===== config.mk =====
export PLATFORM = sky130hd
export DESIGN_NAME = group_reader
export DESIGN_NICKNAME = d
export VERILOG_FILES = /design/src/rtl/group_reader_pkg.sv /design/src/rtl/group_reader_lat.sv /design/src/rtl/group_reader.sv
export SDC_FILE = /design/constraint.sdc
export NUM_CORES = 1
export LEC_CHECK = 0
export ABC_AREA = 1
export CAP_MARGIN = 20
export CORE_AREA = 2 2 60 62
export DETAILED_ROUTE_END_ITERATION = 16
export DIE_AREA = 0 0 62 64
export GPL_TIMING_DRIVEN = 0
export PLACE_DENSITY = 0.83
export SLEW_MARGIN = 30
export SYNTH_ARGS = -nofsm -noshare
export SYNTH_HDL_FRONTEND = slang
export SYNTH_SLANG_ARGS = --single-unit

===== constraint.sdc =====
create_clock -name clk -period 1.75 [get_ports clk]
set_clock_uncertainty 0.1 [all_clocks]
set_input_delay 0.2625 -clock clk [delete_from_list [all_inputs] [get_ports clk]]
set_output_delay 0.2625 -clock clk [all_outputs]
set_load 0.02 [all_outputs]

===== src/rtl/group_reader_pkg.sv =====
// -----------------------------------------------------------------------------
// group_reader_pkg
// Constants and types shared by the group RAM reader and the packer that fills
// the same RAM: address width, word width, reader FSM encoding and the parity
// helper used when GROUP_READER_PARITY_EN is defined.
// -----------------------------------------------------------------------------
package group_reader_pkg;

    localparam int ADDR_W = 10;  // group RAM address width
    localparam int WORD_W = 12;  // orbit word width

    typedef enum logic [2:0] {
        IDLE = 3'd0,
        READ = 3'd1,
        WAIT = 3'd2,
        HOLD = 3'd3,
        NEXT = 3'd4,
        DONE = 3'd5
    } readerState_e;

    // Even parity bit: makes the total number of ones (word + bit) even.
    function automatic logic evenParity(input logic [WORD_W-1:0] word);
        return ^word;
    endfunction

endpackage


===== src/rtl/group_reader_lat.sv =====
// -----------------------------------------------------------------------------
// group_reader_lat
// Group RAM read-latency counter. A pulse on iStart clears and arms the
// counter; it then counts one step per clock and raises oExpire on its
// RD_LAT-th counting clock, after which it disarms itself.
//
// Ports:
//   clk     in   clock
//   reset   in   synchronous active-high reset
//   iStart  in   clear and arm the counter
//   oExpire out  high on the last counting clock
// -----------------------------------------------------------------------------
module group_reader_lat #(
    parameter int RD_LAT = 3
) (
    input  logic clk,
    input  logic reset,
    input  logic iStart,
    output logic oExpire
);

    localparam logic [2:0] LAST_CNT = 3'(RD_LAT - 1);

    logic [2:0] latCnt;
    logic       running;

    // Latency counter and armed flag.
    always_ff @(posedge clk) begin
        if (reset) begin
            latCnt  <= 3'd0;
            running <= 1'b0;
        end else if (iStart) begin
            latCnt  <= 3'd0;
            running <= 1'b1;
        end else if (running) begin
            if (latCnt == LAST_CNT) begin
                latCnt  <= 3'd0;
                running <= 1'b0;
            end else begin
                latCnt  <= latCnt + 3'd1;
            end
        end
    end

    assign oExpire = running && (latCnt == LAST_CNT);

endmodule


===== src/rtl/group_reader.sv =====
// -----------------------------------------------------------------------------
// group_reader
// Reads WORDS orbit words from the group RAM, one at a time, and hands each to
// the LCB serializer with a valid/ready handshake. oBusy tells the packer the
// RAM is owned by the reader for the whole frame.
//
// Optional feature: define GROUP_READER_PARITY_EN to add oParity, the even
// parity of oData, registered together with oData.
//
// Ports:
//   clk        in   clock
//   reset      in   synchronous active-high reset
//   iStart     in   frame request pulse (honoured only in IDLE)
//   iData      in   word returned by the group RAM, RD_LAT clocks after oRdEn
//   iReady     in   serializer accepts oData when oValid && iReady
//   oRdAddr    out  group RAM read address
//   oRdEn      out  group RAM read enable (one clock per word)
//   oData      out  word presented to the serializer
//   oValid     out  oData valid
//   oBusy      out  reader owns the group RAM
//   oParity    out  even parity of oData (GROUP_READER_PARITY_EN only)
//   oFrameDone out  one-clock pulse after the last word is accepted
// -----------------------------------------------------------------------------
module group_reader
    import group_reader_pkg::*;
#(
    parameter int WORDS  = 1024,
    parameter int RD_LAT = 3
) (
    input  logic              clk,
    input  logic              reset,
    input  logic              iStart,
    input  logic [WORD_W-1:0] iData,
    input  logic              iReady,
    output logic [ADDR_W-1:0] oRdAddr,
    output logic              oRdEn,
    output logic [WORD_W-1:0] oData,
    output logic              oValid,
    output logic              oBusy,
`ifdef GROUP_READER_PARITY_EN
    output logic              oParity,
`endif
    output logic              oFrameDone
);

    localparam logic [ADDR_W-1:0] LAST_ADDR = ADDR_W'(WORDS - 1);

    readerState_e state;
    readerState_e nextState;
    logic         latExpire;

    // The counter is armed during READ so WAIT starts from a cleared count
    // and lasts RD_LAT clocks.
    group_reader_lat #(
        .RD_LAT (RD_LAT)
    ) uLat (
        .clk     (clk),
        .reset   (reset),
        .iStart  (state == READ),
        .oExpire (latExpire)
    );

    // Next-state logic.
    always_comb begin
        nextState = state;
        case (state)
            IDLE: begin
                if (iStart) begin
                    nextState = READ;
                end else begin
                    nextState = IDLE;
                end
            end
            READ: begin
                nextState = WAIT;
            end
            WAIT: begin
                if (latExpire) begin
                    nextState = HOLD;
                end else begin
                    nextState = WAIT;
                end
            end
            HOLD: begin
                if (iReady) begin
                    nextState = NEXT;
                end else begin
                    nextState = HOLD;
                end
            end
            NEXT: begin
                if (oRdAddr == LAST_ADDR) begin
                    nextState = DONE;
                end else begin
                    nextState = READ;
                end
            end
            DONE: begin
                nextState = IDLE;
            end
            default: begin
                nextState = IDLE;
            end
        endcase
    end

    // State register.
    always_ff @(posedge clk) begin
        if (reset) begin
            state <= IDLE;
        end else begin
            state <= nextState;
        end
    end

    // Registered outputs; strobes are decoded from the state being entered so
    // they line up with that state.
    always_ff @(posedge clk) begin
        if (reset) begin
            oRdAddr    <= {ADDR_W{1'b0}};
            oRdEn      <= 1'b0;
            oData      <= {WORD_W{1'b0}};
            oValid     <= 1'b0;
            oBusy      <= 1'b0;
            oFrameDone <= 1'b0;
`ifdef GROUP_READER_PARITY_EN
            oParity    <= 1'b0;
`endif
        end else begin
            oRdEn      <= (nextState == READ);
            oBusy      <= (nextState == READ) || (nextState == WAIT) ||
                          (nextState == HOLD) || (nextState == NEXT);
            oFrameDone <= (nextState == DONE);

            // Address only moves on frame start, word advance and frame end.
            if ((state == IDLE) && (nextState == READ)) begin
                oRdAddr <= {ADDR_W{1'b0}};
            end else if ((state == NEXT) && (nextState == READ)) begin
                oRdAddr <= oRdAddr + {{(ADDR_W-1){1'b0}}, 1'b1};
            end else if (nextState == DONE) begin
                oRdAddr <= {ADDR_W{1'b0}};
            end

            // oData (and parity) change only on the latch edge, so they are
            // stable for the whole HOLD regardless of stall length.
            if ((state == WAIT) && latExpire) begin
                oData   <= iData;
                oValid  <= 1'b1;
`ifdef GROUP_READER_PARITY_EN
                oParity <= evenParity(iData);
`endif
            end else if ((state == HOLD) && iReady) begin
                oValid  <= 1'b0;
            end
        end
    end

endmodule

== Word-level counts from Yosys, hierarchy flattened ==
Cells that the tools add are included.

* Add/subtract/negate cells: 2
* Equality and inequality tests: 11
* Mux-type cells: 13
* Reductions and logical operators: 13

{| class="wikitable"
|+ Operators with widths
! kind !! number
|-
| 2-to-1 mux 10 bit || 2
|-
| == test 3 x 2 -> 1 bit, second input constant || 5
|-
| case mux 3 bit (5 select lines) || 1
|-
| adder 10 x 1 -> 10 bit, second input constant || 1
|-
| == test 10 bit, second input constant || 1
|-
| == test 3 bit, second input constant || 3
|-
| 2-to-1 mux 3 bit || 3
|-
| 2-to-1 mux 1 bit || 7
|-
| == test 3 x 1 -> 1 bit, second input constant || 2
|-
| logical AND 1 bit || 5
|-
| nonzero test 2 bit || 2
|-
| OR reduction 2 bit || 2
|-
| adder 3 x 1 -> 3 bit, second input constant || 1
|-
| logical NOT 3 bit || 1
|-
| logical OR 1 bit || 3
|}

* Register bits after elaboration: 33
* Input port bits: 16
* Word-level logic and storage cells: 48

== Logic depth before layout (Yosys ltp) ==
Gate-level depths: netlist of the first run.

* Word-level depth: 8
* Depth in mapped cells: 10
* Gate-level depth less buffers: 10

== Hierarchy ==
A second synthesis of the first run with hierarchy kept.

* Cell total of the unflattened synthesis: 201
* Area, all modules: 1481.4 µm²

{| class="wikitable"
|+ Modules (own cells, without submodules)
! module !! instances !! cells each !! area each (µm²) !! seq. area each (µm²)
|-
| group_reader || 1 || 175 || 1306.3 || 580.6
|-
| group_reader_lat || 1 || 26 || 175.2 || 80.1
|}

== Worst setup path before layout of the first run ==
Ideal clock, no wire load.

* Path type: reg-to-reg
* Start point: register oRdAddr[0]
* End point: register oRdAddr[1]
* Library setup time: 0.120 ns
* Arrival time: 1.422 ns
* Data required time: 1.530 ns
* Slack: 0.108 ns
* Stages on the path, launching flop included: 9
* Buffers on the path: 0
* Clock period less this slack: 1.642 ns
* Path through: dfxtp_1 ha_1 nand2_1 nor2_2 nand3_1 nand4_4 nor2_1 nor2_1 nor2_1

* Word-level cells in the longest chain between the ends: 6

{| class="wikitable"
|+ Ends and longest elaborated chain
! item !! RTL line !! text
|-
| start: declaration || group_reader.sv:35 || <nowiki>output logic [ADDR_W-1:0] oRdAddr,</nowiki>
|-
| start signal: assignment || group_reader.sv:120 || <nowiki>oRdAddr <= {ADDR_W{1'b0}};</nowiki>
|-
| start signal: assignment || group_reader.sv:137 || <nowiki>oRdAddr <= {ADDR_W{1'b0}};</nowiki>
|-
| start signal: assignment || group_reader.sv:139 || <nowiki>oRdAddr <= oRdAddr + {{(ADDR_W-1){1'b0}}, 1'b1};</nowiki>
|-
| == test 10 bit || group_reader.sv:92 || <nowiki>if (oRdAddr == LAST_ADDR) begin</nowiki>
|-
| 2-to-1 mux 3 bit || group_reader.sv:92 ||
|-
| case mux 3 bit (5 select lines) || group_reader.sv:66 || <nowiki>case (state)</nowiki>
|-
| == test 3 x 1 -> 1 bit || group_reader.sv:136, group_reader.sv:138 ||
|-
| logical AND 1 bit (on tied branches) || group_reader.sv:138, group_reader.sv:136 ||
|-
| 2-to-1 mux 10 bit (tied with other cells) || group_reader.sv:138 || <nowiki>end else if ((state == NEXT) && (nextState == READ)) begin</nowiki>
|}

Parallel ways exist; a longest one is shown, timed or not.
A chain may end at the register's enable or synchronous reset.

== Worst setup path in the final report of the first run ==
* Start point: register oData[3]
* End point: output port oData[3]

{| class="wikitable"
|+ RTL lines
! item !! RTL line !! text
|-
| start: declaration || group_reader.sv:37 || <nowiki>output logic [WORD_W-1:0] oData,</nowiki>
|-
| start signal: assignment || group_reader.sv:122 || <nowiki>oData <= {WORD_W{1'b0}};</nowiki>
|-
| start signal: assignment || group_reader.sv:147 || <nowiki>oData <= iData;</nowiki>
|}

No word-level cell between the ends.

==> results of run 1 <==
==> layer usage <==
layer	share of wire, %	wire, um	track usage, %
met1	43	1430	18.9
met3	8.4	282	8.10
met2	47	1590	30.9
met4	1.7	57	5.59
met5	0	0	0
==> metrics by stage <==
step | hold slack [ns] | power [uW]
2_1_floorplan | 0.310 | 849
3_3_place_gp | 0.347 | 906
3_5_place_dp | 0.353 | 907
4_1_cts | 0.363 | 1340
5_1_grt | 0.358 | 1390
6_report | 0.364 | 1320
==> final cells by class <==
type | instances | share of cell area [%]
Sequential cell | 33 | 32.6
Timing Repair Buffer | 41 | 20.4
Buffer | 5 | 1.53
Multi-Input combinational cell | 156 | 34.9
Clock buffer | 7 | 2.70
Tap cell | 46 | 2.82
Inverter | 27 | 4.97
==> worst paths after layout <==
kind | startpoint | to | slack [ns] | cells after the start
worst max-delay path | oData[3] | oData[3] | 0.09 | 1
worst max register to register | oRdAddr[0] | oRdAddr[9] | 0.15 | 8
worst min-delay path | oData[9] | oData[9] | 0.36 | 2
worst min register to register | oData[9] | oData[9] | 0.36 | 2
==> state kept, by name, summed over array words and instances (netlist names) <==
| name | cells |
|---|---|
| state | 3 |
| oRdEn | 1 |
| oBusy | 1 |
| uLat.latCnt | 3 |
| oFrameDone | 1 |
| oData | 12 |
| oValid | 1 |
| uLat.running | 1 |
| oRdAddr | 10 |
==> what timing repair did <==
item / 4_1_cts / 5_1_grt
setup endpoints to repair: 14 / 14
resized for setup: 6 / 9
buffers inserted: 0 / 0
==> cell usage after synthesis, drive strengths merged <==
cell type  instances
o21ai              4
xor2               1
clkbuf             2
nor2              53
and2               1
ha                 1
nand4              5
nand3              9
nor3               6
buf                3
inv               27
a211oi             2
nor3b              1
xnor2              1
a21oi             16
nand2             56
dfxtp             33
==> cells by family (layout without fill, tap and decap cells) <==
group	Yosys count	count (layout)	share of synthesized area [%]
adders and majority gates	1	1	0.835
buffers and inverters	32	80	8.86
AOI/OAI and AO/OA	22	22	7.69
xor gates and xnor gates	2	2	1.17
and+or+nand+nor	131	131	37.3
DFF	33	33	44.1
==> power by group <==
part / switching (uW) / internal, uW
Sequential: 10.1 / 762
Combinational: 60.5 / 55.6
Clock: 241 / 189
Total: 311 / 1010
==> impl_metrics.env, run 1 <==
export IMPL_status="finished clean"
export IMPL_pin_count=42
export IMPL_drv_cap=0
export IMPL_yosysWarnings=0
export IMPL_synth_top_area_share_pct=44.1
export IMPL_dieArea_um2=3970
export IMPL_tightest_slew_ns=0.458
export IMPL_ff_latch_area_um2=666
export IMPL_power_density_nw_per_um2=647
export IMPL_final_core_util_pct=62.1
export IMPL_cts_buffers=5
export IMPL_synth_seq_area_share_pct=44.1
export IMPL_critPathLaunchType="register"
export IMPL_ys_ff_latch=33
export IMPL_slew_viol_final=0
export IMPL_fill_cells=306
export IMPL_min_period_ns=1.66
export IMPL_initial_core_util_pct=45.6
export IMPL_fin_crit_sh_pct=94.8
export IMPL_synth_cell_type_count=24
export IMPL_viasPerCell=4.65
export IMPL_power_leakage_uw=0.000849
export IMPL_synth_area_per_cell_um2=6.78
export IMPL_worstSetupEndpointType="primary output"
export IMPL_grt_max_degree=11
export IMPL_root_buffer="clkbuf_4"
export IMPL_syn_area_um2=1500
export IMPL_hold_violations=0
export IMPL_grtUsageTotal_pct=18.0
export IMPL_cts_hold_buf=0
export IMPL_clock_sinks=33
export IMPL_placed_cells_incl_taps=308
export IMPL_gp_congestion=0.842
export IMPL_drcViolationCount=0
export IMPL_worstPathArrival_ns=1.30
export IMPL_hp_class="register to register"
export IMPL_antenna_left=0
export IMPL_antenna_cells=0
export IMPL_clock_path_buffers=2
export IMPL_ys_top_cells_by_area="dfxtp_1 44%, nand2_1 14%, nor2_1 13%"
export IMPL_cpMaxStageDelayCell="clkdlybuf4s50_1"
export IMPL_coreArea_um2=3280
export IMPL_instances_no_fill=315
export IMPL_fin_ws_ns=0.0910
export IMPL_drt_initial_drc_count=94
export IMPL_synth_largest_area_cell="dfxtp_1"
export IMPL_final_nets=286
export IMPL_critPathMaxFanout=2
export IMPL_setup_violations_final=0
export IMPL_path_cells="clkdlybuf4s50_1"
export IMPL_cp_top_family="buffers and inverters"
export IMPL_layout_cells_most_common="nand2_1"
export IMPL_vias=1465
export IMPL_wl_per_cell_um=10.6
export IMPL_fin_tns_setup_ns=0
export IMPL_synth_nets=238
export IMPL_layout_common_cells="56 x nand2_1, 50 x nor2_1, 31 x clkdlybuf4s50_1, 31 x dfxtp_1, 24 x inv_1"
export IMPL_cts_tree="done"
export IMPL_place_area_um2=1970
export IMPL_antenna_found_initial=0
export IMPL_area_delta_synth_final_pct=36.2
export IMPL_slowest_delay_ns=0.61
export IMPL_port_buffers=41
export IMPL_max_slew_margin_pct=69.5
export IMPL_row_count=21
export IMPL_pre_cts_ws_ns=-0.0976
export IMPL_fin_area_um2=2040
export IMPL_overflow=0
export IMPL_wl_um=3350
export IMPL_dp_hpwl_um=2410
export IMPL_crit_buf_inv=1
export IMPL_syn_inst=221
export IMPL_drt_first_pass_iters=4
export IMPL_worstPathRequired_ns=1.39
export IMPL_grt_pass1_wl_um=5400
export IMPL_multi_input_area_um2=712
export IMPL_drive_above_1_share_pct=7.81
export IMPL_ir_drop_mv=0.528
export IMPL_die_h_um=64
export IMPL_path_class="register to primary output"
export IMPL_insertion_delay_ns=0.33
export IMPL_htree_levels=2
export IMPL_die_w_um=62
export IMPL_grt_pass1_vias=1329
export IMPL_fmax_mhz=603
export IMPL_clk_pin_slew_ns=0.09
Note: power is estimated with default switching activity, not from simulation.
==> run 2: changes to the inputs <==
Settings changed: ABC_CLOCK_PERIOD_IN_PS set to 1750.
==> results of run 2 <==
No change in the layout: final DEF, timing and power equal those of run 1.
